===== src/rtl/ddr4_cmd_scheduler.sv =====
// ddr4_cmd_scheduler: single-requester DDR4 command sequencer with open-page bank table.
// Ports: clk, reset_n, req_* handshake in, done/done_we out, DIMM pins cs_n/act_n/A/bg/ba out.
module ddr4_cmd_scheduler #(
    parameter int BGWIDTH   = 2,
    parameter int BAWIDTH   = 2,
    parameter int ADDRWIDTH = 17,
    parameter int COLWIDTH  = 10,
    parameter int TRP       = 4,
    parameter int TRCD      = 4,
    parameter int TRAS      = 10,
    parameter int TCCD      = 2
) (
    input  logic                 clk,
    input  logic                 reset_n,
    input  logic                 req_valid,
    output logic                 req_ready,
    input  logic                 req_we,
    input  logic [BGWIDTH-1:0]   req_bg,
    input  logic [BAWIDTH-1:0]   req_ba,
    input  logic [ADDRWIDTH-1:0] req_row,
    input  logic [COLWIDTH-1:0]  req_col,
    output logic                 done,
    output logic                 done_we,
    output logic                 cs_n,
    output logic                 act_n,
    output logic [ADDRWIDTH-1:0] A,
    output logic [BGWIDTH-1:0]   bg,
    output logic [BAWIDTH-1:0]   ba
);

    localparam int BKW   = BGWIDTH + BAWIDTH;
    localparam int NBANK = 1 << BKW;
    localparam int RASW  = $clog2(TRAS + 1);
    localparam int CCDW  = $clog2(TCCD + 1);
    localparam int WMAX  = (TRP > TRCD) ? TRP : TRCD;
    localparam int WW    = (WMAX > 1) ? $clog2(WMAX) : 1;

    localparam logic [2:0] S_IDLE     = 3'd0;
    localparam logic [2:0] S_DECIDE   = 3'd1;
    localparam logic [2:0] S_PRE      = 3'd2;
    localparam logic [2:0] S_WAIT_RP  = 3'd3;
    localparam logic [2:0] S_WAIT_RCD = 3'd4;
    localparam logic [2:0] S_COL      = 3'd5;

    // A16 = ras_n, A15 = cas_n, A14 = we_n
    localparam logic [ADDRWIDTH-1:0] BIT_RAS = {1'b1, {(ADDRWIDTH-1){1'b0}}};
    localparam logic [ADDRWIDTH-1:0] BIT_CAS = BIT_RAS >> 1;
    localparam logic [ADDRWIDTH-1:0] BIT_WE  = BIT_RAS >> 2;

    logic [2:0]           state;
    logic [2:0]           state_n;

    logic                 r_we;
    logic [BKW-1:0]       r_bank;
    logic [ADDRWIDTH-1:0] r_row;
    logic [COLWIDTH-1:0]  r_col;

    logic [NBANK-1:0]     bank_open;
    logic [ADDRWIDTH-1:0] bank_row [NBANK];
    logic [RASW-1:0]      ras_cnt  [NBANK];
    logic [CCDW-1:0]      ccd_cnt;
    logic [WW-1:0]        wait_cnt;

    logic                 accept;
    logic                 hit;
    logic                 ras_ok;
    logic                 ccd_ok;
    logic                 wait_done;
    logic                 issue_pre;
    logic                 issue_act;
    logic                 issue_col;
    logic [ADDRWIDTH-1:0] col_ext;

    assign accept    = req_valid && req_ready && (state == S_IDLE);
    assign hit       = bank_open[r_bank] && (bank_row[r_bank] == r_row);
    // Commands are registered, so a command decided now is on the pins
    // next cycle; a counter value of 1 therefore already means "expired".
    assign ras_ok    = ras_cnt[r_bank] <= RASW'(1);
    assign ccd_ok    = ccd_cnt <= CCDW'(1);
    assign wait_done = (wait_cnt == '0);
    assign col_ext   = {{(ADDRWIDTH-COLWIDTH){1'b0}}, r_col};

    // DECIDE already issues the first command so it lands two cycles after accept.
    always_comb begin
        state_n   = state;
        issue_pre = 1'b0;
        issue_act = 1'b0;
        issue_col = 1'b0;
        unique case (state)
            S_IDLE: begin
                if (accept) state_n = S_DECIDE;
            end
            S_DECIDE: begin
                if (hit) begin
                    if (ccd_ok) begin
                        issue_col = 1'b1;
                        state_n   = S_IDLE;
                    end else begin
                        state_n   = S_COL;
                    end
                end else if (!bank_open[r_bank]) begin
                    issue_act = 1'b1;
                    state_n   = S_WAIT_RCD;
                end else if (ras_ok) begin
                    issue_pre = 1'b1;
                    state_n   = S_WAIT_RP;
                end else begin
                    state_n   = S_PRE;
                end
            end
            S_PRE: begin
                if (ras_ok) begin
                    issue_pre = 1'b1;
                    state_n   = S_WAIT_RP;
                end
            end
            S_WAIT_RP: begin
                if (wait_done) begin
                    issue_act = 1'b1;
                    state_n   = S_WAIT_RCD;
                end
            end
            S_WAIT_RCD: begin
                if (wait_done) begin
                    if (ccd_ok) begin
                        issue_col = 1'b1;
                        state_n   = S_IDLE;
                    end else begin
                        state_n   = S_COL;
                    end
                end
            end
            S_COL: begin
                if (ccd_ok) begin
                    issue_col = 1'b1;
                    state_n   = S_IDLE;
                end
            end
            default: state_n = S_IDLE;
        endcase
    end

    // FSM, request latch and ready handshake.
    // Ready comes back one cycle after the column command (state is IDLE
    // with ready still low during the command cycle itself).
    always_ff @(posedge clk or negedge reset_n) begin
        if (!reset_n) begin
            state     <= S_IDLE;
            req_ready <= 1'b1;
            r_we      <= 1'b0;
            r_bank    <= '0;
            r_row     <= '0;
            r_col     <= '0;
        end else begin
            state <= state_n;
            if (accept) begin
                req_ready <= 1'b0;
                r_we      <= req_we;
                r_bank    <= {req_bg, req_ba};
                r_row     <= req_row;
                r_col     <= req_col;
            end else if (state == S_IDLE) begin
                req_ready <= 1'b1;
            end
        end
    end

    // Bank table and timing counters.
    always_ff @(posedge clk or negedge reset_n) begin
        if (!reset_n) begin
            bank_open <= '0;
            ccd_cnt   <= '0;
            wait_cnt  <= '0;
            for (int i = 0; i < NBANK; i++) begin
                bank_row[i] <= '0;
                ras_cnt[i]  <= '0;
            end
        end else begin
            if (issue_pre) begin
                bank_open[r_bank] <= 1'b0;
            end else if (issue_act) begin
                bank_open[r_bank] <= 1'b1;
                bank_row[r_bank]  <= r_row;
            end

            for (int i = 0; i < NBANK; i++) begin
                if (issue_act && (r_bank == BKW'(i)))
                    ras_cnt[i] <= RASW'(TRAS);
                else if (ras_cnt[i] != '0)
                    ras_cnt[i] <= ras_cnt[i] - RASW'(1);
            end

            if (issue_col)
                ccd_cnt <= CCDW'(TCCD);
            else if (ccd_cnt != '0)
                ccd_cnt <= ccd_cnt - CCDW'(1);

            // Loaded with T-1: the follow-up command is decided on the
            // cycle the counter reaches zero and appears one cycle later.
            if (issue_pre)
                wait_cnt <= WW'(TRP - 1);
            else if (issue_act)
                wait_cnt <= WW'(TRCD - 1);
            else if (wait_cnt != '0)
                wait_cnt <= wait_cnt - WW'(1);
        end
    end

    // Registered command/address pins.
    always_ff @(posedge clk or negedge reset_n) begin
        if (!reset_n) begin
            cs_n    <= 1'b1;
            act_n   <= 1'b1;
            A       <= '0;
            bg      <= '0;
            ba      <= '0;
            done    <= 1'b0;
            done_we <= 1'b0;
        end else begin
            cs_n    <= 1'b1;
            act_n   <= 1'b1;
            A       <= '0;
            done    <= 1'b0;
            done_we <= 1'b0;
            if (issue_act) begin
                cs_n  <= 1'b0;
                act_n <= 1'b0;
                A     <= r_row;
            end else if (issue_pre) begin
                cs_n  <= 1'b0;
                A     <= BIT_CAS;
            end else if (issue_col) begin
                cs_n    <= 1'b0;
                A       <= r_we ? (BIT_RAS | col_ext)
                                : (BIT_RAS | BIT_WE | col_ext);
                done    <= 1'b1;
                done_we <= r_we;
            end
            if (issue_act || issue_pre || issue_col) begin
                bg <= r_bank[BKW-1:BAWIDTH];
                ba <= r_bank[BAWIDTH-1:0];
            end
        end
    end

endmodule


===== config.mk =====
export PLATFORM = sky130hd
export DESIGN_NAME = ddr4_cmd_scheduler
export DESIGN_NICKNAME = d
export VERILOG_FILES = /design/src/rtl/ddr4_cmd_scheduler.sv
export SDC_FILE = /design/constraint.sdc
export NUM_CORES = 1
export LEC_CHECK = 0
export CAP_MARGIN = 10
export CORE_ASPECT_RATIO = 1.75
export CORE_MARGIN = 3
export CORE_UTILIZATION = 61
export CTS_CLUSTER_SIZE = 30
export DETAILED_ROUTE_END_ITERATION = 10
export PLACE_DENSITY = 0.8
export REMOVE_ABC_BUFFERS = 1
export SLEW_MARGIN = 40
export SYNTH_ARGS = -nofsm -noshare
export SYNTH_HDL_FRONTEND = slang
export SYNTH_SLANG_ARGS = --single-unit

===== constraint.sdc =====
create_clock -name clk -period 3.8 [get_ports clk]
set_input_delay 0.76 -clock clk [delete_from_list [all_inputs] [get_ports clk]]
set_output_delay 0.76 -clock clk [all_outputs]
set_load 0.05 [all_outputs]

# [After elaboration in Yosys (flattened, before gate mapping)]
# Index checks and enable logic that the tools add are counted.
# Widths: inputs -> output; s select.
[op_classes] n_eq_ne=26 bitwise_logic=5 add_sub_neg=18 n_lt_le_gt_ge=6 n_mux=90 n_reduce_logical=66
[ops] operator="$bwmux 272" n=1
[ops] operator="$mux 4" n=34
[ops] operator="$mux 17" n=6
[ops] operator="$bmux 17 s4" n=1
[ops] operator="$demux 17 s4" n=1
[ops] operator="$reduce_bool 4->1" n=16
[ops] operator="$sub 4x1->4 const B" n=16
[ops] operator="$reduce_bool 2->1" n=21
[ops] operator="$eq 4x4->1 const B" n=8
[ops] operator="$mux 16" n=2
[ops] operator="$mux 1" n=24
[ops] operator="$mux 3" n=8
[ops] operator="$logic_and 1x1->1" n=21
[ops] operator="$pmux 3 s6" n=1
[ops] operator="$eq 17x17->1" n=1
[ops] operator="$and 16x16->16" n=1
[ops] operator="$bmux 4 s4" n=1
[ops] operator="$eq 4x3->1 const B" n=4
[ops] operator="$not 16->16" n=1
[ops] operator="$or 16x16->16" n=1
[ops] operator="$mux 15" n=1
[ops] operator="$mux 2" n=5
[ops] operator="$ne 2x2->1 const B" n=5
[ops] operator="$eq 4x2->1 const B" n=2
[ops] operator="other kinds (24)" n=29
[word_totals] reg_bits=417 out_inout_bits=26 inputBits=35

# [Depth between registers and ports, before layout]
[logic_depth] depth_word=11 ltp_mapped=13 ltp_nobuf=9

# [Worst setup path before layout]
# No wires, ideal clock.
[synth_timing] path_kind="flip-flop to flip-flop" startpoint="reg r_bank[0]" endpoint="reg bank_row[204] (netlist bit)" path_stages_with_launch=10 n_path_buf=2 slack_ps=977 t_arrival_ps=2699 t_required_ps=3675 setup_ps=125 cell_sequence="dfrtp_1 buf_6 mux4_2 mux4_2 and2_4 nor2_4 nand2_1 nor2_1 buf_2 mux2_2"
[synth_via] elab_chain_len=11
[synth_lines] item="start, declared" line_no="54" rtl="logic [BKW-1:0] r_bank;"
[synth_lines] item="start signal, assigned" line_no="159" rtl="r_bank <= {req_bg, req_ba};"
[synth_lines] item="$not 4->5 (implied by the code)" line_no="75, 78, 183"
[synth_lines] item="$bmux 4 s4" line_no="78" rtl="assign ras_ok = ras_cnt[r_bank] <= RASW'(1);"
[synth_lines] item="$mux 4 (implied by the code) (2 in a row)" line_no="78"
[synth_lines] item="$le 4x1->1" line_no="78"
[synth_lines] item="$mux 1" line_no="104, 112"
[synth_lines] item="$mux 1" line_no="101" rtl="end else if (!bank_open[r_bank]) begin"
[synth_lines] item="$mux 1" line_no="94" rtl="if (hit) begin"
[synth_lines] item="$pmux 1 s2" line_no="89" rtl="unique case (state)"
[synth_lines] item="$not 1->1 (no line)"
[synth_lines] item="$reduce_and 2->1 (no line)"
[synth_lines] item="end signal, assigned by index" line_no="183" rtl="bank_row[r_bank] <= r_row;"
[synth_lines] item="end, declared" line_no="59" rtl="logic [ADDRWIDTH-1:0] bank_row [NBANK];"
# Parallel ways exist; a longest one is shown, timed or not. The select of a mux whose other input is x is not followed.
# A chain may end at the register's enable or synchronous reset.

==> results.cfg <==
[worst_setup_path]
crit_arrival_ps = 4050
critPathBufInv = 3
cp-start-kind = register
critPathCaptureType = register
crit_path_top_delay_cell = dfrtp_4
cp_max_fo = 46
critPathMostFrequentCell = buf_12
required_ps = 4250
crit_chain = buf_12 > mux4_2 > a22oi_1 > nand3_1 > xor2_1 > nor4_2 > buf_4 > and4_1 > buf_12 > o22ai_2 > a41oi_1
critPathMaxStageDelay_ps = 580
path_class = reg -> reg
critical-path-top-delay-family = compound AO/OA/AOI/OAI gates

[yosys]
yosys.area_share.adder_pct = 2.20
syn_inst = 1799
synthXorXnorAreaFrac_pct = 1.76
synth_edf_count = 0
yosys_most_used_dff = dfrtp_1
netlist_area_um2 = 19900
yosysUniqueCellTypes = 58
yosys_warnings = 0
synth_compound_area_share_pct = 4.82
synth_mux_area_share_pct = 19.5
seq_area_frac_synth_pct = 52.5
ys_ff_latch = 417
yosys.area_share.simple_pct = 15.5
synth_area_per_cell_um2 = 11.0
synthArstFlopShare_pct = 100
synth_top_family_by_area = multiplexers

[timing]
fin_skew_ps = 11.8
finalSetupViolCount = 0
finalHoldViolations = 0
finalCritPeriodShare_pct = 94.7
tightest_slew_ps = 798
max_freq_mhz = 278
relSlewSlack_pct = 46.8
fin_crit_ps = 3600
rsz0062_at_grt = false
drv_slew = 0
fin_tns_setup_ps = 0

[cts]
cts_hold_buf = 0
clk-insertion-delay-late_ps = 540
cts_max_level = 2
cts-root-buf = clkbuf_16
cts_buffers = 39
clk_pin_slew_ps = 70
cts_buffer_depth = 3
cts_tree = yes
clock_sinks = 417

[global_route]
overflow = 0
antenna_found_initial = 0
grt_pass1_wl_mm = 84.2
grt_pass1_vias = 15543
grtUsageTotal_pct = 31.2
grt_max_degree = 106

[floorplanning]
die_y_um = 245
fp.dieArea_um2 = 34900
start_util_pct = 62.4
num_rows = 86
core_um2 = 31900
ioPinCount = 61
fp.dieW_um = 142

[layout]
fin_area_um2 = 22600
final_common_cell = nand2_1
diodes = 0
final_core_util_pct = 71.1
layout.nets = 1942
syn2layout_area_growth_pct = 13.9
layout-drive-gt1-share_pct = 23.0
final_cell_mix = nand2_1 (478), dfrtp_1 (410), mux2_2 (168), buf_4 (82), mux4_2 (68)

[detailed_routing]
drc = 0
drtPass1Iterations = 5
drt-total-wl_mm = 53.2
detail-route-antenna-nets = 0
vias_per_cell = 6.32
wl_per_cell_um = 23.1
drt_first_iter_violations = 1278
dr_total_vias = 14533

[power]
leakagePower_nw = 10.9
power_density_nw_per_um2 = 936
vdd_drop_max_v = 0.000461

[placed_design]
io_buffers = 60
placed_area_um2 = 21200
finalWeightedCongestion = 0.936
place_hpwl_mm = 35.1

[hold_path]
hold_class = in -> async

[flow_run]
max_cap_violations = 0

[run_status]
status = complete, no violations
[stage by stage]
stage	setup slack [ps]	total power [mW]	cells	hold WS (ps)
final	202	21.2	2298	84.5
after global routing	48.8	22.4	2298	88.8
after CTS	82.7	21.0	2291	287
after detailed placement	183	17.0	2220	457
after global placement	257	16.5	2220	452
after floorplan	-1730	13.8	1676	441
[synthesized netlist by cell type, types with 3 or more instances]
cell type / number / area (um2)
ha_1: 35 / 438
or2_2: 17 / 106
dfstp_2: 3 / 78.8
nand2_1: 478 / 1790
nand4_1: 7 / 43.8
a22oi_1: 5 / 37.5
a21oi_1: 40 / 200
o211ai_1: 7 / 52.6
o221ai_1: 4 / 35.0
clkbuf_1: 66 / 248
nor2_1: 59 / 221
nand2b_1: 37 / 231
a211o_1: 17 / 149
buf_4: 7 / 52.6
o21ai_0: 41 / 205
nor2b_1: 4 / 25.0
xor2_1: 20 / 175
nand3b_1: 17 / 128
mux2i_1: 38 / 380
buf_2: 41 / 205
or3_1: 17 / 106
mux4_2: 68 / 1530
o21a_1: 4 / 30.0
mux2_1: 4 / 45.0
and2_1: 5 / 31.3
buf_6: 3 / 33.8
xnor2_1: 20 / 175
o31ai_1: 9 / 67.6
o22ai_1: 9 / 56.3
nor3_1: 31 / 155
nor4_1: 17 / 106
dfrtp_1: 414 / 10400
and3_1: 4 / 25.0
nand3_1: 8 / 40.0
buf_1: 6 / 22.5
mux2_2: 168 / 1890
inv_1: 43 / 161
[path summary, 6_finish.rpt]
check | startpoint | to | slack (ps) | cells past startpoint
max in group asynchronous | reset_n | bank_row[177] | 2580 | 3
worst min register to register | bank_row[12] | bank_row[12] | 470 | 2
worst max register to register | r_bank[1] | register | 200 | 11
worst max-delay path | r_bank[1] | register | 200 | 11
worst min-delay path | reset_n | asynchronous set/reset pin | 80 | 1
min in group clk | bank_row[12] | bank_row[12] | 470 | 2
[worst register-to-register path: cells and delay by family, from the launching register on]
kind / cells / cell delay, ps
and+or+nand+nor: 3 / 800
xor gates and xnor gates: 1 / 180
AOI/OAI and AO/OA: 3 / 920
buffers and inverters: 3 / 680
DFF: 1 / 580
muxes: 1 / 360
[flip-flops by register name, summed over array words and instances (netlist names), named ones only]
register and flops:
bank_row 272, ras_cnt 64, A 17, r_row 17
r_col 10, r_bank 4, state 3, ba 2
bg 2, ccd_cnt 2, wait_cnt 2, act_n 1
cs_n 1, done 1, done_we 1, r_we 1
req_ready 1
[metal layers]
layer / track usage [%] / vias to the layer above / wire [um]
li1: - / 6255 / -
met5: 0 / - / 0
met3: 4.91 / 245 / 3330
met1: 36.2 / 7401 / 18500
met4: 19.8 / 0 / 3890
met2: 53.4 / 632 / 27400
[power by group]
group	switching [mW]	internal, mW
logic	4.88	4.16
clock network	1.68	2.28
registers	1.74	6.44
total	8.29	12.9
[cells by family (layout without fill, tap and decap cells)]
kind of cell | Yosys count | after routing
muxes | 279 | 279
and+or+nand+nor | 709 | 709
DFF | 417 | 417
xor gates and xnor gates | 40 | 40
AOI/OAI and AO/OA | 150 | 150
buffers and inverters | 169 | 272
adders and majority gates | 35 | 35
[layout make-up]
| class | count | area (um2) |
|---|---|---|
| repair buffers | 155 | 1480 |
| flip-flops and latches | 417 | 10500 |
| clock inverters | 9 | 97.6 |
| well taps | 396 | 495 |
| clock buffers | 62 | 1180 |
| inverters | 46 | 173 |
| multi-input cells | 1213 | 8750 |
| fillers | 2159 | 9220 |
[what timing repair did]
item	CTS	global route
setup endpoints to repair	0	7
gates resized for setup	0	2
buffers inserted	0	6
No activity file was read; power rests on OpenSTA's default activity.
==> edit 1 (same settings) <==
Set the parameter `TRP` to 2 (it was 4).
--- a/src/rtl/ddr4_cmd_scheduler.sv
+++ b/src/rtl/ddr4_cmd_scheduler.sv
@@ -7,3 +7,3 @@
     parameter int COLWIDTH  = 10,
-    parameter int TRP       = 4,
+    parameter int TRP       = 2,
     parameter int TRCD      = 4,
Behaviour: same outputs for any inputs over 4 cycles, from zero or initial values and one cycle with reset_n low; that may be too few to reach the edited logic, so the function may still have changed.
==> edit 1 against the original RTL <==
Area after synthesis down 0.74%; clock skew up 2.0 ps; wire length down 11%; sequential cell count unchanged; sequential share of layout area about the same; design area about the same; clock power up 4%; power down 4.6%; setup slack worse by 92 ps; critical path type unchanged; largest cell class unchanged.
==> edit 1: results (changes against the original RTL) <==
sta:
  fin_ws_ps: 110  # -91.6 ps
  fin_skew_ps: 13.8  # +1.99 ps
  tightestPinTransition_ps: 679  # -119 ps
  holdWs_ps: 87.3  # +2.83 ps
detailed_routing:
  wl_met2_um: 25300  # -8.0%
  highest_layer: "met4"
  drtPass1Iterations: 5  # unchanged
  drt_iter0_markers: 900  # -30%
  wl_um: 47600  # -11%
  route.met3.wl_um: 2030  # -39%
  viasPerCell: 6.32  # -0.14%
  route.layer.met1.wl_um: 18200  # -1.9%
yosys:
  seq_area_frac_synth_pct: 52.9  # +0.39 points
  yosys.area_share.adder_pct: 2.22  # +0.016 points
  synthMuxAreaShare_pct: 27.1  # +7.6 points
  synth_compound_area_share_pct: 5.36  # +0.54 points
  synth_cells: 1495  # -17%
  async_reset_ff_share_pct: 100  # unchanged
  yosysWarnings: 0  # unchanged
  ys_types: 57  # -1.7%
  yosys-top-cells-area: "dfrtp_1 53%, mux2_2 18%, mux4_2 6.4%"
  synthTopCellsByCount: "414 x dfrtp_1, 312 x mux2_2, 64 x clkbuf_1, 64 x nor2_1, 56 x mux4_2"
  synth_xor_area_share_pct: 1.87  # +0.10 points
global_route:
  gr-usage-met1_pct: 34.4  # -1.8 points
  first_global_vias: 13375  # -14%
  grt_max_degree: 104  # -1.9%
  met2_usage_pct: 49.0  # -4.3 points
  grt_first_pass_wirelength_um: 74500  # -12%
  grt_use_total_pct: 27.8  # -3.4 points
  met3_usage_pct: 3.61  # -1.3 points
cells_and_area:
  fin_nets: 1634  # -16%
  fillers: 2070  # -4.1%
  drive_gt1_share_pct: 35.3  # +12 points
  finalNonFillerCells: 1987  # -14%
  diodes: 0  # unchanged
pwr:
  p_leak_nw: 10.5  # -3.6%
  switching_share_pct: 36.4  # -2.8 points
  ir_drop_uv: 678  # +47%
  pwr-share-clk_pct: 20.4  # +1.7 points
  power.share.combinational_pct: 40.9  # -1.8 points
  powerSeq_mw: 7.83  # -4.3%
critical_path:
  reg2reg_depth: 12  # +1
  path_max_fanout: 28  # -39%
  worstSetupEndpointType: "flop"
  rr_startpoint: "r_bank[3]"
placement:
  place_ws_ps: 157  # -26.0 ps
  dp.final_hpwl_um: 30800  # -12%
  placed_cells: 1918  # -14%
  portBuffers: 60  # unchanged
  gp_congestion: 0.841  # -10%
  post_dp_cell_area_um2: 21300  # about the same
hold_path:
  hold_path_class: "in2async"
status:
  outcome: "finished clean"
clocking:
  cts_buffers: 39  # unchanged
  clock_latency_ps: 540  # about the same
[edit 1: changes by cell type after synthesis, moves of 13 or more]
cell / delta
mux2i_1: +13
a31oi_1: +15
buf_1: +15
buf_2: -23
nor4_1: -14
mux2_2: +144
nand2_1: -437
a21oi_1: -13
[edit 1: layout make-up]
| cell class | instances | area, um2 | share of cell area, % |
|---|---|---|---|
| Sequential cell | 417 | 10400 | 46.1 |
| Tap cell | 396 | 495 | 2.19 |
| Clock inverter | 12 | 165 | 0.729 |
| Clock buffer | 56 | 1180 | 5.22 |
| Inverter | 42 | 158 | 0.696 |
| Timing Repair Buffer | 140 | 1530 | 6.74 |
| Multi-Input combinational cell | 924 | 8670 | 38.3 |
[edit 1: worst max-delay path, stage by stage, from the launching register on]
cell and delay (ps):
dfrtp_4 610, buf_12 230, buf_4 230, and2_1 260, nand2_1 190, o22ai_1 150
nor4_1 340, buf_4 220, a21oi_1 60, a2111oi_0 560, o21ai_2 170, o211ai_4 170
mux2_4 330
==> edit 2 (same flow settings) <==
Without the edit above. Reset style: synchronous (`reset_n`), changed in 3 clocked blocks.
--- a/src/rtl/ddr4_cmd_scheduler.sv
+++ b/src/rtl/ddr4_cmd_scheduler.sv
@@ -145,3 +145,3 @@
     // with ready still low during the command cycle itself).
-    always_ff @(posedge clk or negedge reset_n) begin
+    always_ff @(posedge clk) begin
         if (!reset_n) begin
@@ -168,3 +168,3 @@
     // Bank table and timing counters.
-    always_ff @(posedge clk or negedge reset_n) begin
+    always_ff @(posedge clk) begin
         if (!reset_n) begin
@@ -209,3 +209,3 @@
     // Registered command/address pins.
-    always_ff @(posedge clk or negedge reset_n) begin
+    always_ff @(posedge clk) begin
         if (!reset_n) begin
Formal check against the unedited RTL: differs if reset_n is asserted again (counterexample within 4 cycles, from zero or initial values and one cycle with reset_n low); with reset_n held inactive, the same outputs for 4 cycles.
==> edit 2 against the original RTL <==
Design area fell by 0.87%; synthesized cell count down 9.8%; setup slack better by 4.6 ps; critical path depth is the same; wire length grew 2.1%; sequential cell count grew 4; first-iteration DRC count increased by 27%; area after synthesis fell by 0.57%; largest cell class unchanged.
Power is not compared: it rests on default switching activity, and its combinational part moved more than twofold at a synthesized area within 25%.
==> edit 2: results (changes against the original RTL) <==
status:
  outcome: "finished clean"
cells_and_area:
  top_regs: "bank_row x272, ras_cnt x64"
  fin_nets: 1710  # -12%
  drive_gt1_share_pct: 13.5  # -9.6 points
  fillers: 2039  # -5.6%
  diodes: 0  # unchanged
placement:
  dp.final_hpwl_um: 34800  # -0.94%
  portBuffers: 60  # unchanged
  post_dp_cell_area_um2: 21200  # -0.38%
  gp_congestion: 0.878  # -6.2%
global_route:
  antenna_found_initial: 0  # unchanged
  grt_first_pass_wirelength_um: 82400  # -2.2%
  grt_use_total_pct: 31.3  # +0.095 points
  first_global_vias: 14282  # -8.1%
  grt_max_degree: 152  # +43%
yosys:
  synthTopCellsByCount: "336 x edfxtp_1, 285 x and3_1, 123 x clkbuf_1, 123 x nand2_1, 85 x dfxtp_1"
  yosys-top-cells-area: "edfxtp_1 51%, and3_1 9.0%, dfxtp_1 8.6%"
  seq_area_frac_synth_pct: 59.7  # +7.1 points
  ys_types: 60  # +3.4%
  synth_edf_count: 336  # +336
  yosysWarnings: 0  # unchanged
  async_reset_ff_share_pct: 0  # -100 points
critical_path:
  reg2reg_depth: 11  # unchanged
  path_max_fanout: 21  # -54%
  worstReg2RegEnd: "A[5]"
  reg2reg_slack_ps: 210
  cp_slowest_stage_delay_ps: 540  # -40 ps
  slowest_stage: "dfxtp_2"
  arrival_ps: 4060  # about the same
pwr:
  p_leak_nw: 9.11
  ir_drop_uv: 716
hold_path:
  hold_path_class: "reg2reg"
  hp-start: "ccd_cnt[0]"
  hold_depth: 1
  min_to: "ccd_cnt[0]"
clocking:
  cts_buffers: 37  # -5.1%
  clock_latency_ps: 550
  cts.path.max_buffers: 3  # unchanged
  clkTransAtPathRegs_ps: 70  # about the same
  clockRootBuffer: "clkbuf_16"
  ctsHtreeMaxLevel: 2  # unchanged
sta:
  maxSlewHeadroom_pct: 44.2  # -2.6 points
  fin_skew_ps: 18.9  # +7.09 ps
detailed_routing:
  drt_iter0_markers: 1622  # +27%
  viasPerCell: 6.73  # +6.4%
  drtPass1Iterations: 5  # unchanged
  wl_um: 54300  # +2.1%
==> edit 2: changes by cell type after synthesis, moves of 85 or more <==
cell / delta
and3_1: +281
dfxtp_1: +85
dfrtp_1: -414
mux2_2: -160
edfxtp_1: +336
nand2_1: -355
==> edit 2: power by group <==
part,switching (mW),internal (mW)
sequential,0.472,5.63
combinational,1.90,1.31
clock,1.68,2.13
==> edit 2: kinds of logic (layout without fill, tap and decap cells) <==
kind of cell / count (synthesis) / in the layout / share of synthesized area [%]
flops: 421 / 421 / 59.7
simple gates: 585 / 585 / 15.8
fa+ha+maj: 17 / 17 / 1.08
buf+inv: 204 / 267 / 4.40
mux: 135 / 135 / 9.90
xor+xnor: 47 / 47 / 2.08
compound gates: 214 / 214 / 7.04
==> edit 2: timing repair <==
action | 4_1_cts | 5_1_grt
gates resized for setup | 0 | 2
setup endpoints to repair | 0 | 11
buffers inserted | 0 | 1
==> edit 2: how the worst max path moves through the flow <==
stage / startpoint / to / slack (ps) / cells past startpoint
finish: flop / A[5] / 210 / 11
floorplan: reset_n / bank_row[2][0] / -3580 / 4
global route: flop / A[5] / 50 / 12
detailed placement: flop / A[5] / 200 / 12
CTS: flop / A[5] / 120 / 12
global placement: flop / A[1] / 260 / 12
==> edit 2: final cells by class <==
class	count	area, um2	area share [%]
well taps	396	495	2.21
repair buffers	154	1590	7.08
multi-input cells	998	7160	31.9
flip-flops and latches	421	11800	52.6
inverters	46	174	0.775
clock inverters	19	184	0.820
clock buffers	48	1030	4.59
==> edit 2: critical path: cells and delay by family, from the launching register on <==
kind                      cells  cell delay [ps]
AOI/OAI and AO/OA             3              810
xor gates and xnor gates      1              300
buffers and inverters         2              450
DFF                           1              540
muxes                         2              690
and+or+nand+nor               3              710
==> edit 2: per-stage QoR <==
| step | setup TNS (ps) | hold slack (ps) | worst slack [ps] | total power, mW | std cells |
|---|---|---|---|---|---|
| 3_3_place_gp | 0 | 412 | 258 | 9.14 | 2012 |
| 3_5_place_dp | 0 | 413 | 201 | 9.30 | 2013 |
| 2_1_floorplan | -1649700 | 398 | -3580 | 8.15 | 1465 |
| 6_report | 0 | 426 | 207 | 13.1 | 2082 |
| 5_1_grt | 0 | 452 | 48.4 | 13.6 | 2082 |
| 4_1_cts | 0 | 424 | 121 | 13.1 | 2080 |
==> edit 2: layer usage <==
layer | GRT usage (%) | up-vias | part of all wire, %
met5 | 0 | - | 0
met4 | 20.1 | 0 | 7.6
met3 | 4.87 | 238 | 9.1
met2 | 52.5 | 877 | 50
met1 | 37.1 | 6765 | 33
li1 | - | 6126 | -
